$ cat src/rtl/regfile_wb_arbiter.sv
// -----------------------------------------------------------------------------
// regfile_wb_arbiter
//
// Drives the single write port of the general-purpose register file. Each cycle
// it chooses between the single-cycle ALU result stream and the head of a small
// in-order queue that holds results from long-latency units (mul/div/load).
// The ALU always wins. Writes to register 0 are dropped. A queued result whose
// destination is overwritten by a younger ALU write is squashed, so its later
// pop writes nothing. When queued results wait too long, a one-cycle stall
// request makes the pipeline leave a free slot for the queue.
//
// Ports:
//   clk, rst                      clock; synchronous active-high reset
//   alu_valid/alu_waddr/alu_wdata ALU result (no backpressure)
//   ll_valid/ll_waddr/ll_wdata    long-latency result offer
//   ll_ready                      queue accepts; transfer on ll_valid && ll_ready
//   we/waddr/wdata                registered register-file write port
//   stall_req                     pipeline must present alu_valid=0 next cycle
//   ll_pending                    queue holds at least one live entry
//   proto_err                     sticky: alu_valid seen while stall_req high
// -----------------------------------------------------------------------------
module regfile_wb_arbiter #(
  parameter int ADDR_W       = 5,
  parameter int DATA_W       = 32,
  parameter int DEPTH        = 2,
  parameter int STARVE_LIMIT = 3
) (
  input  logic              clk,
  input  logic              rst,
  input  logic              alu_valid,
  input  logic [ADDR_W-1:0] alu_waddr,
  input  logic [DATA_W-1:0] alu_wdata,
  input  logic              ll_valid,
  output logic              ll_ready,
  input  logic [ADDR_W-1:0] ll_waddr,
  input  logic [DATA_W-1:0] ll_wdata,
  output logic              we,
  output logic [ADDR_W-1:0] waddr,
  output logic [DATA_W-1:0] wdata,
  output logic              stall_req,
  output logic              ll_pending,
  output logic              proto_err
);

  localparam int PTR_W  = (DEPTH > 1) ? $clog2(DEPTH) : 1;
  localparam int CNT_W  = $clog2(DEPTH + 1);
  localparam int SCNT_W = $clog2(STARVE_LIMIT + 1);

  localparam logic [CNT_W-1:0]  FULL_CNT   = CNT_W'(DEPTH);
  localparam logic [SCNT_W-1:0] STARVE_MAX = SCNT_W'(STARVE_LIMIT);
  localparam logic [SCNT_W-1:0] STARVE_PRE = SCNT_W'(STARVE_LIMIT - 1);

  // Queue storage
  logic [ADDR_W-1:0] r_addr [DEPTH];
  logic [DATA_W-1:0] r_data [DEPTH];
  logic [DEPTH-1:0]  r_live;
  logic [PTR_W-1:0]  r_rd_ptr;
  logic [PTR_W-1:0]  r_wr_ptr;
  logic [CNT_W-1:0]  r_count;

  // Arbitration state and registered write port
  logic [SCNT_W-1:0] r_starve;
  logic              r_stall;
  logic              r_proto_err;
  logic              r_we;
  logic [ADDR_W-1:0] r_waddr;
  logic [DATA_W-1:0] r_wdata;

  logic              w_alu_win;
  logic              w_push;
  logic              w_pop;
  logic              w_push_live;
  logic              w_unserved;
  logic              w_head_live;
  logic [DEPTH-1:0]  w_live_nxt;
  logic [CNT_W-1:0]  w_count_nxt;

  // Ready depends on the registered count only: a full queue does not accept
  // a push even in a cycle where it pops.
  assign ll_ready    = (r_count < FULL_CNT);

  assign w_alu_win   = alu_valid && (alu_waddr != '0);
  assign w_push      = ll_valid && ll_ready;
  assign w_pop       = !w_alu_win && (r_count != '0);
  assign w_unserved  = (r_count != '0) && !w_pop;
  assign w_head_live = r_live[r_rd_ptr];

  // A push to r0 is stored dead; so is a push the same-cycle ALU write overrides.
  assign w_push_live = (ll_waddr != '0) && !(w_alu_win && (ll_waddr == alu_waddr));

  // Live-bit update. Squash and pop target different slots from the push
  // (push goes to the tail, which never equals the popped head unless the
  // queue is empty or full, and neither case allows both), so ordering the
  // updates this way is safe.
  always_comb begin
    // NOTE: every signal assigned in always_comb gets a default first, so no
    // path leaves it unassigned and no latch is inferred.
    w_live_nxt = r_live;
    for (int i = 0; i < DEPTH; i++) begin
      if (w_alu_win && (r_addr[i] == alu_waddr)) w_live_nxt[i] = 1'b0;
      if (w_pop && (r_rd_ptr == PTR_W'(i)))      w_live_nxt[i] = 1'b0;
      if (w_push && (r_wr_ptr == PTR_W'(i)))     w_live_nxt[i] = w_push_live;
    end
  end

  always_comb begin
    w_count_nxt = r_count;
    case ({w_push, w_pop})
      2'b10:   w_count_nxt = r_count + CNT_W'(1);
      2'b01:   w_count_nxt = r_count - CNT_W'(1);
      default: w_count_nxt = r_count;
    endcase
  end

  // Queue control and arbitration state
  always_ff @(posedge clk) begin
    // NOTE: sequential state uses non-blocking assignments so every register
    // samples the pre-edge values of the others, independent of block order.
    if (rst) begin
      r_live      <= '0;
      r_rd_ptr    <= '0;
      r_wr_ptr    <= '0;
      r_count     <= '0;
      r_starve    <= '0;
      r_stall     <= 1'b0;
      r_proto_err <= 1'b0;
      r_we        <= 1'b0;
      r_waddr     <= '0;
      r_wdata     <= '0;
    end else begin
      r_live  <= w_live_nxt;
      r_count <= w_count_nxt;
      if (w_push) r_wr_ptr <= r_wr_ptr + PTR_W'(1);
      if (w_pop)  r_rd_ptr <= r_rd_ptr + PTR_W'(1);

      // Starvation: counts cycles where live-or-dead entries wait without a
      // pop. The pulse fires on the last tolerated cycle so the next cycle,
      // with the pipeline holding off the ALU, is a guaranteed pop.
      if ((r_count == '0) || w_pop) begin
        r_starve <= '0;
      end else if (r_starve != STARVE_MAX) begin
        r_starve <= r_starve + SCNT_W'(1);
      end
      r_stall <= (r_starve == STARVE_PRE) && w_unserved;

      if (alu_valid && r_stall) r_proto_err <= 1'b1;

      r_we <= w_alu_win || (w_pop && w_head_live);
      if (w_alu_win) begin
        r_waddr <= alu_waddr;
        r_wdata <= alu_wdata;
      end else if (w_pop && w_head_live) begin
        r_waddr <= r_addr[r_rd_ptr];
        r_wdata <= r_data[r_rd_ptr];
      end
    end
  end

  // Payload storage
  // NOTE: address/data slots are not reset; validity is carried entirely by
  // r_live and r_count, so stale payload is never observed.
  always_ff @(posedge clk) begin
    if (w_push) begin
      r_addr[r_wr_ptr] <= ll_waddr;
      r_data[r_wr_ptr] <= ll_wdata;
    end
  end

  // Popped and squashed slots always have their live bit cleared, so a live
  // bit implies a valid entry.
  assign ll_pending = |r_live;
  assign stall_req  = r_stall;
  assign proto_err  = r_proto_err;
  assign we         = r_we;
  assign waddr      = r_waddr;
  assign wdata      = r_wdata;

endmodule

$ cat config.mk
export PLATFORM = sky130hd
export DESIGN_NAME = regfile_wb_arbiter
export DESIGN_NICKNAME = d
export VERILOG_FILES = /design/src/rtl/regfile_wb_arbiter.sv
export SDC_FILE = /design/constraint.sdc
export NUM_CORES = 1
export LEC_CHECK = 0
export BUFFER_PORTS_ARGS = -buffer_cell sky130_fd_sc_hd__buf_2
export CAP_MARGIN = 20
export CORE_MARGIN = 2
export CORE_UTILIZATION = 35
export CTS_BUF_LIST = sky130_fd_sc_hd__clkbuf_16
export CTS_CLUSTER_DIAMETER = 150
export DETAILED_ROUTE_END_ITERATION = 16
export PLACE_DENSITY = 0.59
export REMOVE_ABC_BUFFERS = 1
export SYNTH_ARGS = -nofsm -noshare
export SYNTH_HDL_FRONTEND = slang
export SYNTH_SLANG_ARGS = --single-unit
export TNS_END_PERCENT = 100
$ cat constraint.sdc
create_clock -name clk -period 3.5 [get_ports clk]
set_clock_uncertainty 0.2 [all_clocks]
set_input_delay 0.525 -clock clk [delete_from_list [all_inputs] [get_ports clk]]
set_output_delay 0.525 -clock clk [all_outputs]
set_load 0.05 [all_outputs]
==> After elaboration in Yosys (flattened, before gate mapping) <==
Memories as Yosys holds them, arrays and structs flattened. A register that Yosys moved wholly into a read port is not among the register bits.
Index checks and enable logic that the tools add are counted.
{ "totals": {"reg_bits": 48, "ram_bits": 74, "out_inout_bits": 42, "elab_cells": 78, "n_memories": 2} }
{ "mem_list": {"columns": ["memory", "depth", "width", "rd", "rd_clocked_by_memory_dff", "write_ports", "line", "source"], "rows": [
  ["r_data", 2, 32, 1, 1, 1, "55", "logic [DATA_W-1:0] r_data [DEPTH];"],
  ["r_addr", 2, 5, 3, 1, 1, "54", "logic [ADDR_W-1:0] r_addr [DEPTH];"]
]} }
{ "classes": {"add_sub_neg": 5, "order_cmp": 2, "eq_ne": 7, "muxes": 19, "n_bitwise": 2, "reduce_logical": 30} }
{ "ops": {"columns": ["op", "count"], "rows": [
  ["$mux 32", 2],
  ["$eq 5x5->1", 3],
  ["$logic_and 1x1->1", 15],
  ["$mux 1", 14],
  ["$mux 5", 2],
  ["$reduce_bool 5->1", 2],
  ["$reduce_bool 2->1", 3],
  ["$reduce_bool 3->1", 2],
  ["$add 2x1->2 const B", 2],
  ["$eq 2x2->1 const B", 2],
  ["$pmux 2 s2", 1],
  ["$reduce_or 2->1", 2],
  ["$logic_not 1->1", 3],
  ["$add 1x1->1 const B", 2],
  ["$eq 2x1->1 const B", 1],
  ["$logic_not 2->1", 1],
  ["$logic_or 1x1->1", 2],
  ["$lt 1x2->1 const B", 1],
  ["$lt 2x2->1 const B", 1],
  ["$ne 2x2->1 const B", 1],
  ["$not 1->1", 2],
  ["$sub 2x1->2 const B", 1]
]} }

==> Depth between registers and ports, before layout <==
{ "logic_depth": {"ltp_word": 7, "depth_mapped": 7, "depth_no_buf": 7} }

==> Worst setup path after synthesis <==
No wires, ideal clock.
{ "synth_timing": {"path_type": "input to register", "startpoint": "input port alu_waddr[4]", "endpoint": "register r_count[1]", "setup_time_ns": 0.071, "arrival_ns": 2.168, "required_time_ns": 3.229, "path_slack_ns": 1.062, "path_stages": 6, "path_cell_list": "or4_1 -> o21ai_2 -> o21a_1 -> ha_1 -> or3_1 -> a21oi_1"} }
{ "synth_between": {"elab_chain_cells": 6, "elab_cells_between_ends": 8, "classes_between": "eq/ne: 2; mux: 1; reduce/logical: 5"} }
{ "synth_rtl": {"columns": ["element", "line", "source"], "rows": [
  ["from (decl)", "31", "input logic [ADDR_W-1:0] alu_waddr,"],
  ["$reduce_bool 5->1 (*)", "82", "assign w_alu_win = alu_valid && (alu_waddr != '0);"],
  ["$logic_and 1x1->1 (*)", "82", null],
  ["$logic_not 1->1 (*)", "84", "assign w_pop = !w_alu_win && (r_count != '0);"],
  ["$logic_and 1x1->1 (*)", "84", null],
  ["$eq 2x1->1 / $eq 2x2->1 (equally long branches)", "108", "case ({w_push, w_pop})"],
  ["$pmux 2 s2 / $reduce_bool 2->1 (equally long branches)", null, null],
  ["to (signal assigned)", "132", "r_count <= w_count_nxt;"],
  ["to (decl)", "59", "logic [CNT_W-1:0] r_count;"]
]} }
Mark *: on every way between the ends. The rest lies on a longest branch, timed or not.
A chain may end at the register's enable or synchronous reset.

==> Final worst setup path <==
{ "layout_timing": {"startpoint": "input port alu_waddr[4]", "endpoint": "register r_wdata[2] (netlist: wdata[2])"} }
{ "layout_between": {"elab_chain_cells": 6, "elab_cells_between_ends": 7, "classes_between": "mux: 1; reduce/logical: 6"} }
{ "layout_rtl": {"columns": ["element", "line", "source"], "rows": [
  ["$reduce_bool 5->1 (*)", "82", null],
  ["$logic_and 1x1->1 (*)", "82", null],
  ["$logic_not 1->1", "84", null],
  ["$logic_and 1x1->1", "84", null],
  ["$logic_and 1x1->1", "152", "end else if (w_pop && w_head_live) begin"],
  ["$reduce_bool 2->1 (no source line)", null, null],
  ["to (signal assigned)", "151", "r_wdata <= alu_wdata;"],
  ["to (signal assigned)", "154", "r_wdata <= r_data[r_rd_ptr];"],
  ["to (decl)", "67", "logic [DATA_W-1:0] r_wdata;"]
]} }
Marks and branches as above.

==> impl_metrics.env <==
export IMPL_worstPathCellList="buf_2 > or4_1 > o21ai_4 > buf_4 > nand2b_2 > buf_4 > o22ai_2"
export IMPL_ir_drop_mv=0.326
export IMPL_worst_r2r_endpoint="wdata[21]$_SDFFE_PP0P_"
export IMPL_cts_root_buf="clkbuf_16"
export IMPL_ys_seq_area_frac=0.609
export IMPL_area_growth_pct=26.6
export IMPL_comb_power_share=0.212
export IMPL_synth_flop_cell="edfxtp_1"
export IMPL_syn_instance_count=366
export IMPL_place_gp_congestion=0.832
export IMPL_worstHoldPathType="input pin to flip-flop"
export IMPL_synth_area_leaders="edfxtp_1, dfxtp_1, mux2_2, mux2i_1, o22ai_2"
export IMPL_numCtsBuffers=17
export IMPL_cp_end_kind="flip-flop"
export IMPL_drt_pass1_iter_count=4
export IMPL_grt_max_degree=41
export IMPL_synthTopCellsByCount="edfxtp_1, dfxtp_1, mux2i_1, mux2_2, nand2b_1"
export IMPL_startpoint_type="input pin"
export IMPL_post_dp_hpwl_um=7840
export IMPL_power_density_mw_per_mm2=719
export IMPL_grt_pass1_vias=3578
export IMPL_timing_rr_start="r_count[1]$_SDFFE_PP0P_"
export IMPL_regToRegSetupSlack_ns=1.29
export IMPL_path_clk_slew_ns=0.06
export IMPL_synth_most_common_cell="edfxtp_1"
export IMPL_busiest_layer="met2"
export IMPL_syn_cell_area_mm2=0.00526
export IMPL_clkSinkCount=123
export IMPL_grtUsageMet2=0.253
export IMPL_cts_hold_buf=0
export IMPL_worstSetupStartpoint="alu_waddr[4]"
export IMPL_drive_gt1_frac=0.453
export IMPL_syn_area_per_cell_um2=14.4
export IMPL_setup_viol=0
export IMPL_outcome="completed"
export IMPL_path_class="input pin to flip-flop"
export IMPL_worst_slew_pin_slew_ns=1.06
export IMPL_row_count=44
export IMPL_diodes=0
export IMPL_synth_edf_count=74
export IMPL_wl_um=12000
export IMPL_ys_ff_latch=123
export IMPL_arrival_ns=2.52
export IMPL_critPathCapture="wdata[2]$_SDFFE_PP0P_"
export IMPL_fin_crit_ns=2.39
export IMPL_cp_max_fo=40
export IMPL_relSlewSlack=0.290
export IMPL_via_count=3339
export IMPL_grt_pass1_wl_um=18900
export IMPL_place_area_mm2=0.00603
export IMPL_coreArea_mm2=0.0146
export IMPL_die_area_mm2=0.0160
export IMPL_clk_latency_ns=0.41
export IMPL_netlist_area_leader_share=0.422
export IMPL_finalHoldViolCount=0
export IMPL_yosysTopAreaCell="edfxtp_1"
export IMPL_power_leakage_nw=2.50
export IMPL_cts_path_max_buffers=2
export IMPL_cts_tree="yes"
export IMPL_port_buffers=119
export IMPL_seqPwrFrac=0.399
export IMPL_worst_r2r_path_depth=5
export IMPL_drc=0
export IMPL_async_flop_share=0
export IMPL_post_cts_buffers=0
export IMPL_die_h_um=127
export IMPL_rsz0062_at_grt="no"
export IMPL_cpMaxStageDelayCell="or4_1"
export IMPL_switching_power_w=0.00136
export IMPL_maxCapViolCount=0
export IMPL_die_x_um=127
export IMPL_ys_types=31
export IMPL_yosysWarnings=0
export IMPL_p_int_w=0.00343
export IMPL_cts_resized=0
export IMPL_finalInstanceArea_mm2=0.00666
export IMPL_grtUsageTotal=0.157
export IMPL_first_iter_violations=177
export IMPL_pwr_share_clk=0.389
export IMPL_met3_usage=0.0456
export IMPL_wl_per_cell_um=17.5
export IMPL_tns_ns=0
export IMPL_required_ns=3.63
export IMPL_fmaxAchievable_mhz=419
export IMPL_slew_viol_final=0
export IMPL_switching_share=0.284
export IMPL_antenna_found_initial=0
export IMPL_cts_max_level=4
export IMPL_use_met1=0.197
export IMPL_overflow=0
export IMPL_cp_common_cell="buf_4"
export IMPL_fin_nets=573
export IMPL_initial_core_util=0.361
export IMPL_fin_crit_sh=0.683
export IMPL_via_per_inst=4.86
export IMPL_ant_nets=0
export IMPL_critPathMaxStageDelay_ns=0.59
export IMPL_io_pins=120
-- metal layers --
layer / routed length (µm) / vias up
met5: 0 / -
met3: 605 / 15
met4: 165 / 0
met1: 5540 / 1631
li1: - / 1602
met2: 5730 / 91
-- how the worst min path moves through the flow --
stage | start | endpoint | slack [ns] | cells after the start
6_report | ll_wdata[15] | r_data[1][15]$_DFFE_PP_ | 0.10 | 1
5_1_grt | ll_wdata[10] | r_data[1][10]$_DFFE_PP_ | 0.07 | 1
3_5_place_dp | proto_err$_SDFFE_PP0P_ | proto_err$_SDFFE_PP0P_ | 0.26 | 2
4_1_cts | ll_wdata[10] | r_data[1][10]$_DFFE_PP_ | 0.08 | 1
3_3_place_gp | r_wr_ptr$_SDFFE_PP0N_ | r_wr_ptr$_SDFFE_PP0N_ | 0.25 | 2
2_1_floorplan | r_wr_ptr$_SDFFE_PP0N_ | r_wr_ptr$_SDFFE_PP0N_ | 0.24 | 2
-- cell type report --
class	instances	area (µm²)
fillers	1328	7930
well taps	184	230
repair buffers	126	661
inverters	6	22.5
clock buffers	17	425
clock inverters	15	204
flip-flops and latches	123	3200
multi-input cells	216	1920
-- critical path, delay by kind of cell --
family | cells | cell delay, ns
AOI/OAI and AO/OA | 2 | 0.35
and+or+nand+nor | 2 | 0.70
buffers and inverters | 3 | 0.94
-- kinds of logic (layout without fill, tap and decap cells) --
group / Yosys count / after routing / synth area share
compound gates: 49 / 49 / 0.0911
xor+xnor: 18 / 18 / 0.0300
fa+ha+maj: 5 / 5 / 0.0119
buf+inv: 27 / 164 / 0.0304
flops: 123 / 123 / 0.609
mux: 76 / 76 / 0.154
simple gates: 68 / 68 / 0.0742
-- power groups by stage --
stage,registers [W],clock network [W],logic [W]
floorplan,0.00205,0,0.000607
global placement,0.00194,0,0.00101
detailed placement,0.00194,0,0.00103
CTS,0.00192,0.00190,0.00103
finish,0.00191,0.00187,0.00102
global route,0.00194,0.00197,0.00109
-- registers in the layout (all words and copies together) (netlist names), named ones only --
name       count
r_live         2
r_wr_ptr       1
we             1
r_starve       2
r_addr        10
r_rd_ptr       1
wdata         32
stall_req      1
waddr          5
proto_err      1
r_data        64
r_count        2
-- through the flow --
stage | util | setup slack [ns] | hold WS (ns) | power, W | instances
6_report | 0.457 | 1.11 | 0.101 | 0.00479 | 687
5_1_grt | 0.457 | 1.01 | 0.0733 | 0.00500 | 687
4_1_cts | 0.457 | 1.11 | 0.0800 | 0.00485 | 687
3_5_place_dp | 0.414 | 0.667 | 0.258 | 0.00297 | 655
3_3_place_gp | 0.414 | 0.712 | 0.254 | 0.00295 | 655
2_1_floorplan | - | -0.801 | 0.239 | 0.00265 | 345
-- cells in the final DEF, fill, tap and decap left out, types with 10 or more instances in the layout --
cell type  netlist  routed
mux2_2          37      37
edfxtp_1        74      74
nand2b_1        34      33
clkbuf_16        0      17
buf_2            5     119
nor2_1          11      10
mux2i_1         38      38
o22ai_2         29      29
xnor2_1         12      12
dfxtp_1         49      48
No activity file was read; power rests on OpenSTA's default activity.
